## config.mk

```make
export PLATFORM = sky130hd
export DESIGN_NAME = cfg_sink
export DESIGN_NICKNAME = d
export VERILOG_FILES = /design/src/rtl/cfg_sink.sv
export SDC_FILE = /design/constraint.sdc
export NUM_CORES = 1
export LEC_CHECK = 0
export BUFFER_PORTS_ARGS = -buffer_cell sky130_fd_sc_hd__buf_2
export CAP_MARGIN = 20
export CELL_PAD_IN_SITES_DETAIL_PLACEMENT = 1
export CELL_PAD_IN_SITES_GLOBAL_PLACEMENT = 1
export CORE_AREA = 2 2 209 211
export DETAILED_ROUTE_END_ITERATION = 8
export DIE_AREA = 0 0 211 213
export PLACE_DENSITY_LB_ADDON = 0.1
export SLEW_MARGIN = 0
export SYNTH_ARGS = -nofsm -noshare
export SYNTH_HDL_FRONTEND = slang
export SYNTH_SLANG_ARGS = --single-unit
```

## constraint.sdc

```tcl
create_clock -name clk -period 16 [get_ports clk]
set_input_delay 0.8 -clock clk [delete_from_list [all_inputs] [get_ports clk]]
set_output_delay 0.8 -clock clk [all_outputs]
set_load 0.005 [all_outputs]
```

## src/rtl/cfg_sink.sv

```systemverilog
`default_nettype none
// ============================================================================
// Module      : cfg_sink
// Description : Serial configuration sink. It assembles MSB-first 32-bit words
//               from a strobed bit stream into a DEPTH-word store, announces
//               each word with a one-cycle write strobe, and offers a pass-through
//               chain output and serial readback of the store.
//               Optional macro CFG_SINK_ADLER_EN adds a running Adler-32 over
//               the loaded bytes; without it adler_out is tied to zero.
// Revision    : 1.0 - initial release
// ============================================================================
module cfg_sink #(
    parameter int DEPTH = 16,
    parameter int AW    = 4
) (
    input  logic          clk,
    input  logic          reset,
    input  logic          prset,
    input  logic          prog_en,
    input  logic          fpga_head,
    input  logic          rd_mode,
    output logic          fpga_tail,
    output logic          cfg_we,
    output logic [AW-1:0] cfg_addr,
    output logic [31:0]   cfg_data,
    output logic          cfg_done,
    output logic          overflow,
    output logic [31:0]   adler_out
);

    typedef enum logic [1:0] {
        S_IDLE     = 2'd0,
        S_LOAD     = 2'd1,
        S_DONE     = 2'd2,
        S_READBACK = 2'd3
    } state_t;

    localparam logic [4:0]    c_LAST_BIT  = 5'd31;
    localparam logic [AW-1:0] c_LAST_WORD = AW'(DEPTH - 1);

    state_t        r_state;
    state_t        w_state_nxt;

    logic [31:0]   r_mem [0:DEPTH-1];
    logic [31:0]   r_shreg;
    logic [31:0]   r_rb;
    logic [4:0]    r_bitcnt;
    logic [AW-1:0] r_wr_ptr;
    logic [AW-1:0] r_rd_ptr;
    logic          r_tail;
    logic          r_we;
    logic [AW-1:0] r_addr;
    logic [31:0]   r_data;
    logic          r_done;
    logic          r_ovf;

    logic [31:0]   w_shreg_shift;
    logic [31:0]   w_shreg_nxt;
    logic [31:0]   w_rb_nxt;
    logic          w_tail_nxt;
    logic          w_load_stb;
    logic          w_word_end;
    logic          w_last_word;
    logic          w_rb_start;
    logic          w_rb_stb;
    logic          w_rb_word_end;
    logic          w_rb_last;
    logic [AW-1:0] w_rd_ptr_inc;

    assign w_shreg_shift = {r_shreg[30:0], fpga_head};
    assign w_load_stb    = (r_state == S_LOAD) && !prset && prog_en;
    assign w_word_end    = w_load_stb && (r_bitcnt == c_LAST_BIT);
    assign w_last_word   = w_word_end && (r_wr_ptr == c_LAST_WORD);
    assign w_rb_start    = (r_state == S_DONE) && !prset && rd_mode;
    assign w_rb_stb      = (r_state == S_READBACK) && !prset && rd_mode && prog_en;
    assign w_rb_word_end = w_rb_stb && (r_bitcnt == c_LAST_BIT);
    assign w_rb_last     = w_rb_word_end && (r_rd_ptr == c_LAST_WORD);
    assign w_rd_ptr_inc  = r_rd_ptr + AW'(1);

    // State register
    always_ff @(posedge clk or negedge reset) begin
        if (!reset) begin
            r_state <= S_IDLE;
        end else begin
            r_state <= w_state_nxt;
        end
    end

    // Next-state decode; prset dominates every other input
    always_comb begin
        w_state_nxt = r_state;
        if (prset) begin
            w_state_nxt = S_IDLE;
        end else begin
            case (r_state)
                S_IDLE:     w_state_nxt = S_LOAD;
                S_LOAD:     if (w_last_word) w_state_nxt = S_DONE;
                S_DONE:     if (rd_mode) w_state_nxt = S_READBACK;
                S_READBACK: if (!rd_mode || w_rb_last) w_state_nxt = S_DONE;
                default:    w_state_nxt = S_IDLE;
            endcase
        end
    end

    // Next values of both shift registers and of the serial output
    always_comb begin
        w_shreg_nxt = r_shreg;
        w_rb_nxt    = r_rb;
        w_tail_nxt  = 1'b0;
        if (prset) begin
            w_shreg_nxt = 32'd0;
        end else if (w_load_stb) begin
            w_shreg_nxt = w_shreg_shift;
        end
        if (w_rb_start) begin
            w_rb_nxt = r_mem[0];
        end else if (w_rb_word_end) begin
            w_rb_nxt = r_mem[w_rd_ptr_inc];
        end else if (w_rb_stb) begin
            w_rb_nxt = {r_rb[30:0], 1'b0};
        end
        if (w_state_nxt == S_LOAD) begin
            w_tail_nxt = w_shreg_nxt[31];
        end else if (w_state_nxt == S_READBACK) begin
            w_tail_nxt = w_rb_nxt[31];
        end
    end

    // Shift registers and the registered chain/readback output
    always_ff @(posedge clk or negedge reset) begin
        if (!reset) begin
            r_shreg <= 32'd0;
            r_rb    <= 32'd0;
            r_tail  <= 1'b0;
        end else begin
            r_shreg <= w_shreg_nxt;
            r_rb    <= w_rb_nxt;
            r_tail  <= w_tail_nxt;
        end
    end

    // Bit counter and word pointers for both loading and readback
    always_ff @(posedge clk or negedge reset) begin
        if (!reset) begin
            r_bitcnt <= 5'd0;
            r_wr_ptr <= '0;
            r_rd_ptr <= '0;
        end else if (prset) begin
            r_bitcnt <= 5'd0;
            r_wr_ptr <= '0;
            r_rd_ptr <= '0;
        end else if (w_load_stb) begin
            r_bitcnt <= r_bitcnt + 5'd1;
            if (w_word_end) begin
                r_wr_ptr <= r_wr_ptr + AW'(1);
            end
        end else if (w_rb_start) begin
            r_bitcnt <= 5'd0;
            r_rd_ptr <= '0;
        end else if (r_state == S_READBACK) begin
            if (!rd_mode) begin
                r_bitcnt <= 5'd0;
                r_rd_ptr <= '0;
            end else if (prog_en) begin
                // Both wrap to zero after the last bit of the last word
                r_bitcnt <= r_bitcnt + 5'd1;
                if (w_rb_word_end) begin
                    r_rd_ptr <= w_rd_ptr_inc;
                end
            end
        end
    end

    // Word-write strobe, its address/data, and the completion/overflow flags
    always_ff @(posedge clk or negedge reset) begin
        if (!reset) begin
            r_we   <= 1'b0;
            r_addr <= '0;
            r_data <= 32'd0;
            r_done <= 1'b0;
            r_ovf  <= 1'b0;
        end else begin
            r_we <= 1'b0;
            if (prset) begin
                r_done <= 1'b0;
            end else begin
                if (w_word_end) begin
                    r_we   <= 1'b1;
                    r_addr <= r_wr_ptr;
                    r_data <= w_shreg_shift;
                end
                if (w_last_word) begin
                    r_done <= 1'b1;
                end
                if ((r_state == S_DONE) && prog_en) begin
                    r_ovf <= 1'b1;
                end
            end
        end
    end

    // Word store; contents survive both resets
    always_ff @(posedge clk) begin
        if (w_word_end) begin
            r_mem[r_wr_ptr] <= w_shreg_shift;
        end
    end

`ifdef CFG_SINK_ADLER_EN
    logic [15:0] r_adl_a;
    logic [15:0] r_adl_b;
    logic [16:0] w_a_sum;
    logic [16:0] w_a_red;
    logic [15:0] w_a_new;
    logic [16:0] w_b_sum;
    logic [16:0] w_b_red;
    logic [15:0] w_b_new;

    // Modulo-65521 sums; each operand is already reduced so one subtraction suffices
    always_comb begin
        w_a_sum = {1'b0, r_adl_a} + {9'd0, w_shreg_shift[7:0]};
        w_a_red = w_a_sum - 17'd65521;
        w_a_new = (w_a_sum >= 17'd65521) ? w_a_red[15:0] : w_a_sum[15:0];
        w_b_sum = {1'b0, r_adl_b} + {1'b0, w_a_new};
        w_b_red = w_b_sum - 17'd65521;
        w_b_new = (w_b_sum >= 17'd65521) ? w_b_red[15:0] : w_b_sum[15:0];
    end

    // Checksum accumulators advance once per completed byte during a load
    always_ff @(posedge clk or negedge reset) begin
        if (!reset) begin
            r_adl_a <= 16'd1;
            r_adl_b <= 16'd0;
        end else if (prset) begin
            r_adl_a <= 16'd1;
            r_adl_b <= 16'd0;
        end else if (w_load_stb && (r_bitcnt[2:0] == 3'd7)) begin
            r_adl_a <= w_a_new;
            r_adl_b <= w_b_new;
        end
    end

    assign adler_out = {r_adl_b, r_adl_a};
`else
    assign adler_out = 32'h0000_0000;
`endif

    assign fpga_tail = r_tail;
    assign cfg_we    = r_we;
    assign cfg_addr  = r_addr;
    assign cfg_data  = r_data;
    assign cfg_done  = r_done;
    assign overflow  = r_ovf;

endmodule
`default_nettype wire

```

==> results.md <==
* Outcome: complete, no violations
* Top post-synthesis cells by area: edfxtp_1, mux4_2, dfrtp_1
* Worst slew pin tran at 1.12 ns
* Ant. Diodes at 0
* TritonCTS Buffers at 61
* Vias in the first global route at 13100
* Crit. End Element: register
* Commonest cells in the netlist: edfxtp_1, mux4_2, nand2_1
* Synth warn at 0
* Die width at 211 µm
* Clock power frac at 43.8%
* GRT Util Overall at about 27%
* Synth top area share at 62.5%
* Final setup violating endpoints at 0
* Antenna-violating nets left at 0
* Max_cap viols at 0
* Vias per cell at 6.53
* Initial DRC Count at 1276
* Fin. max-slew vios at 0
* Top-count cell post-synth: edfxtp_1
* FP Rows at 76
* CP Max Fanout at 58
* Worst-path clk slew at roughly 0.060 ns
* Longest Clk Path Bufs at 3
* Leak at 9.56 nW
* Crit share post-route at 29.5%
* Fin. Hold Viols at 0
* Synthesized area per cell at 19.8 µm²
* TritonCTS clock tree: built
* Data required time of the worst path at 16.48 ns
* Fillers at between 3000 and 4000
* Slowest CP cell: dfrtp_4
* Cts repair resizes at 0
* Fin Clk Skew at 0.0210 ns
* H-Tree Depth at 2
* Routed WL at 58800 µm
* CP cell instances: ha_4, buf_4, buf_4, mux4_2, mux4_2, a222oi_1, inv_1
* Post-synth EDFFs at 512
* Netlist cell types at 49
* P per Cell Area at 115 nW/µm²
* Post-synth ARST share at 18.9%
* Initial Util at 57.6%
* Full die area at about 45000 µm²
* Root buf cell: clkbuf_16
* Final setup TNS at 0 ns
* Global-route wire length before repair at 86500 µm
* Worst skew pair latency at 0.62 ns
* Ys flop type: edfxtp_1
* Slew headroom at 25.1%
* Sequential power share at 55.5%
* Total grt overflow at 0
* Num ports at 78
* Area growth, synth to finish at 11.5%
* Share of cells above drive strength 1 at between 20 and 30%
* Max Fclk at between 0.2 and 0.25 GHz
* Max IR drop VDD at between 0.07 and 0.08 mV
* Largest net degree at the start of global routing at 83
* Unrepaired setup endpoints after global routing: no
* Min-Delay Path Class: in -> async
* Vias at 12500
* Seq/Total Area, Yosys at approximately 75%
* DRT Pass-1 Iters at 6
* Arr. time, crit path at between 5 and 6 ns
* Fin Hold WS at about 0.29 ns
* IO buf count at 45
* CP Launch Type: register
* Net Sw Power at 0.607 mW
* Die Y at about 210 µm
* Slowest stage delay, CP at 1.03 ns
* CTS Sinks at ~630
* Mapped Cells at roughly 1200
* Int Pwr at between 2 and 3 mW
* Post-Synthesis Cell Area at 24600 µm²
* GPL Wtd Cong at 0.768
* Residual DRC at 0
* Final core occ at 64.2%
* Post CTS Setup Buffer Count at 0
* Setup CP Type: reg -> reg
* Nets at 1324
* Tmin final at roughly 4.7 ns
* Gate power share at less than 1%
* Core outline area at between 40000 and 50000 µm²
* Sw Share at between 10% and 20%
* Initial antenna violation count at 1
* Synth area leader: edfxtp_1
* Register bit total from synthesis at 631
* Hold_buf cts at 0
* Final HPWL DP at 30900 µm
* Wire per inst at about 31 µm
==> worst max-delay path: cells and delay by family, from the launching register on <==
kind / cells / cell delay, ns
adder cells (fa/ha/maj): 1 / 0.53
AO/OA/AOI/OAI: 1 / 0.28
buffers and inverters: 3 / 1.55
flip-flops: 1 / 1.03
multiplexers: 2 / 1.10
==> cells by family after synthesis <==
group / Yosys count / synth area share, %
AND/OR/NAND/NOR: 197 / 3.51
XOR/XNOR: 8 / 0.316
AO/OA/AOI/OAI: 96 / 2.85
multiplexers: 194 / 16.0
flip-flops: 631 / 74.7
buffers and inverters: 110 / 2.34
other: 1 / 0.0153
adder cells (fa/ha/maj): 7 / 0.356
==> layout by cell type, fill, tap and decap left out, types with 7 or more instances in the layout <==
cell / instances
clkinv_2: 9
buf_4: 27
and3_2: 7
dfrtp_1: 118
edfxtp_1: 512
conb_1: 32
a222oi_1: 31
clkbuf_16: 61
buf_2: 44
a31oi_1: 7
nand2_1: 133
nor2_1: 16
clkbuf_1: 15
mux2_2: 34
o21ai_0: 38
clkbuf_8: 12
clkinv_1: 13
mux4_2: 155
==> per-layer routing <==
| layer | part of all wire, % | GRT usage, % | vias to the layer above |
|---|---|---|---|
| li1 | - | - | 5095 |
| met1 | 41 | 39.1 | 6693 |
| met2 | 48 | 42.6 | 573 |
| met3 | 8.4 | 4.90 | 90 |
| met4 | 2.6 | 8.45 | 0 |
| met5 | 0 | 0 | - |
==> area by class of cell <==
class / count / area [µm²] / share of cell area [%]
Clock buffer: 88 / 1750 / 6.38
Inverter: 7 / 26.3 / 0.0959
Sequential cell: 631 / 18400 / 67.0
Timing Repair Buffer: 76 / 514 / 1.88
Clock inverter: 24 / 180 / 0.657
Multi-Input combinational cell: 534 / 5900 / 21.5
Tap cell: 546 / 683 / 2.49
==> state kept, by name, summed over array words and instances (netlist names) <==
name and count:
r_rb 32, cfg_addr 4, fpga_tail 1, r_state 2, r_rd_ptr 4, r_bitcnt 5
r_mem 512, cfg_done 1, r_wr_ptr 4, overflow 1, r_shreg 32, cfg_we 1
cfg_data 32
==> path summary, 6_finish.rpt <==
path | start | end | slack (ns) | depth (start not counted)
worst max-delay path | r_rd_ptr[0]$_DFFE_PN0P_ | r_rb[0]$_DFFE_PN0P_ | 11.28 | 7
worst min-delay path | reset | r_rb[18]$_DFFE_PN0P_ | 0.29 | 1
worst max register to register | r_rd_ptr[0]$_DFFE_PN0P_ | r_rb[0]$_DFFE_PN0P_ | 11.28 | 7
worst min register to register | cfg_addr[0]$_DFFE_PN0P_ | cfg_addr[0]$_DFFE_PN0P_ | 0.49 | 2
max in group asynchronous | reset | r_rd_ptr[0]$_DFFE_PN0P_ | 14.46 | 2
min in group clk | cfg_addr[0]$_DFFE_PN0P_ | cfg_addr[0]$_DFFE_PN0P_ | 0.49 | 2
==> power by group through the flow <==
stage          Sequential, mW  Combinational (mW)  Clock [mW]
6_report                 1.76              0.0193        1.39
5_1_grt                  1.76              0.0218        1.46
4_1_cts                  1.76              0.0196        1.41
3_5_place_dp             1.79              0.0198           0
3_3_place_gp             1.79              0.0191           0
2_1_floorplan            1.79              0.0128           0
==> through the flow <==
step	std cells	total power [mW]	worst slack [ns]	instance area (µm²)
2_1_floorplan	1275	1.80	10.22	24700
3_3_place_gp	1790	1.81	11.28	25400
3_5_place_dp	1791	1.81	11.23	25400
4_1_cts	1903	3.19	11.23	27400
5_1_grt	1906	3.24	11.03	27400
6_report	1906	3.16	11.28	27400
(Power assumes the default switching activity.)
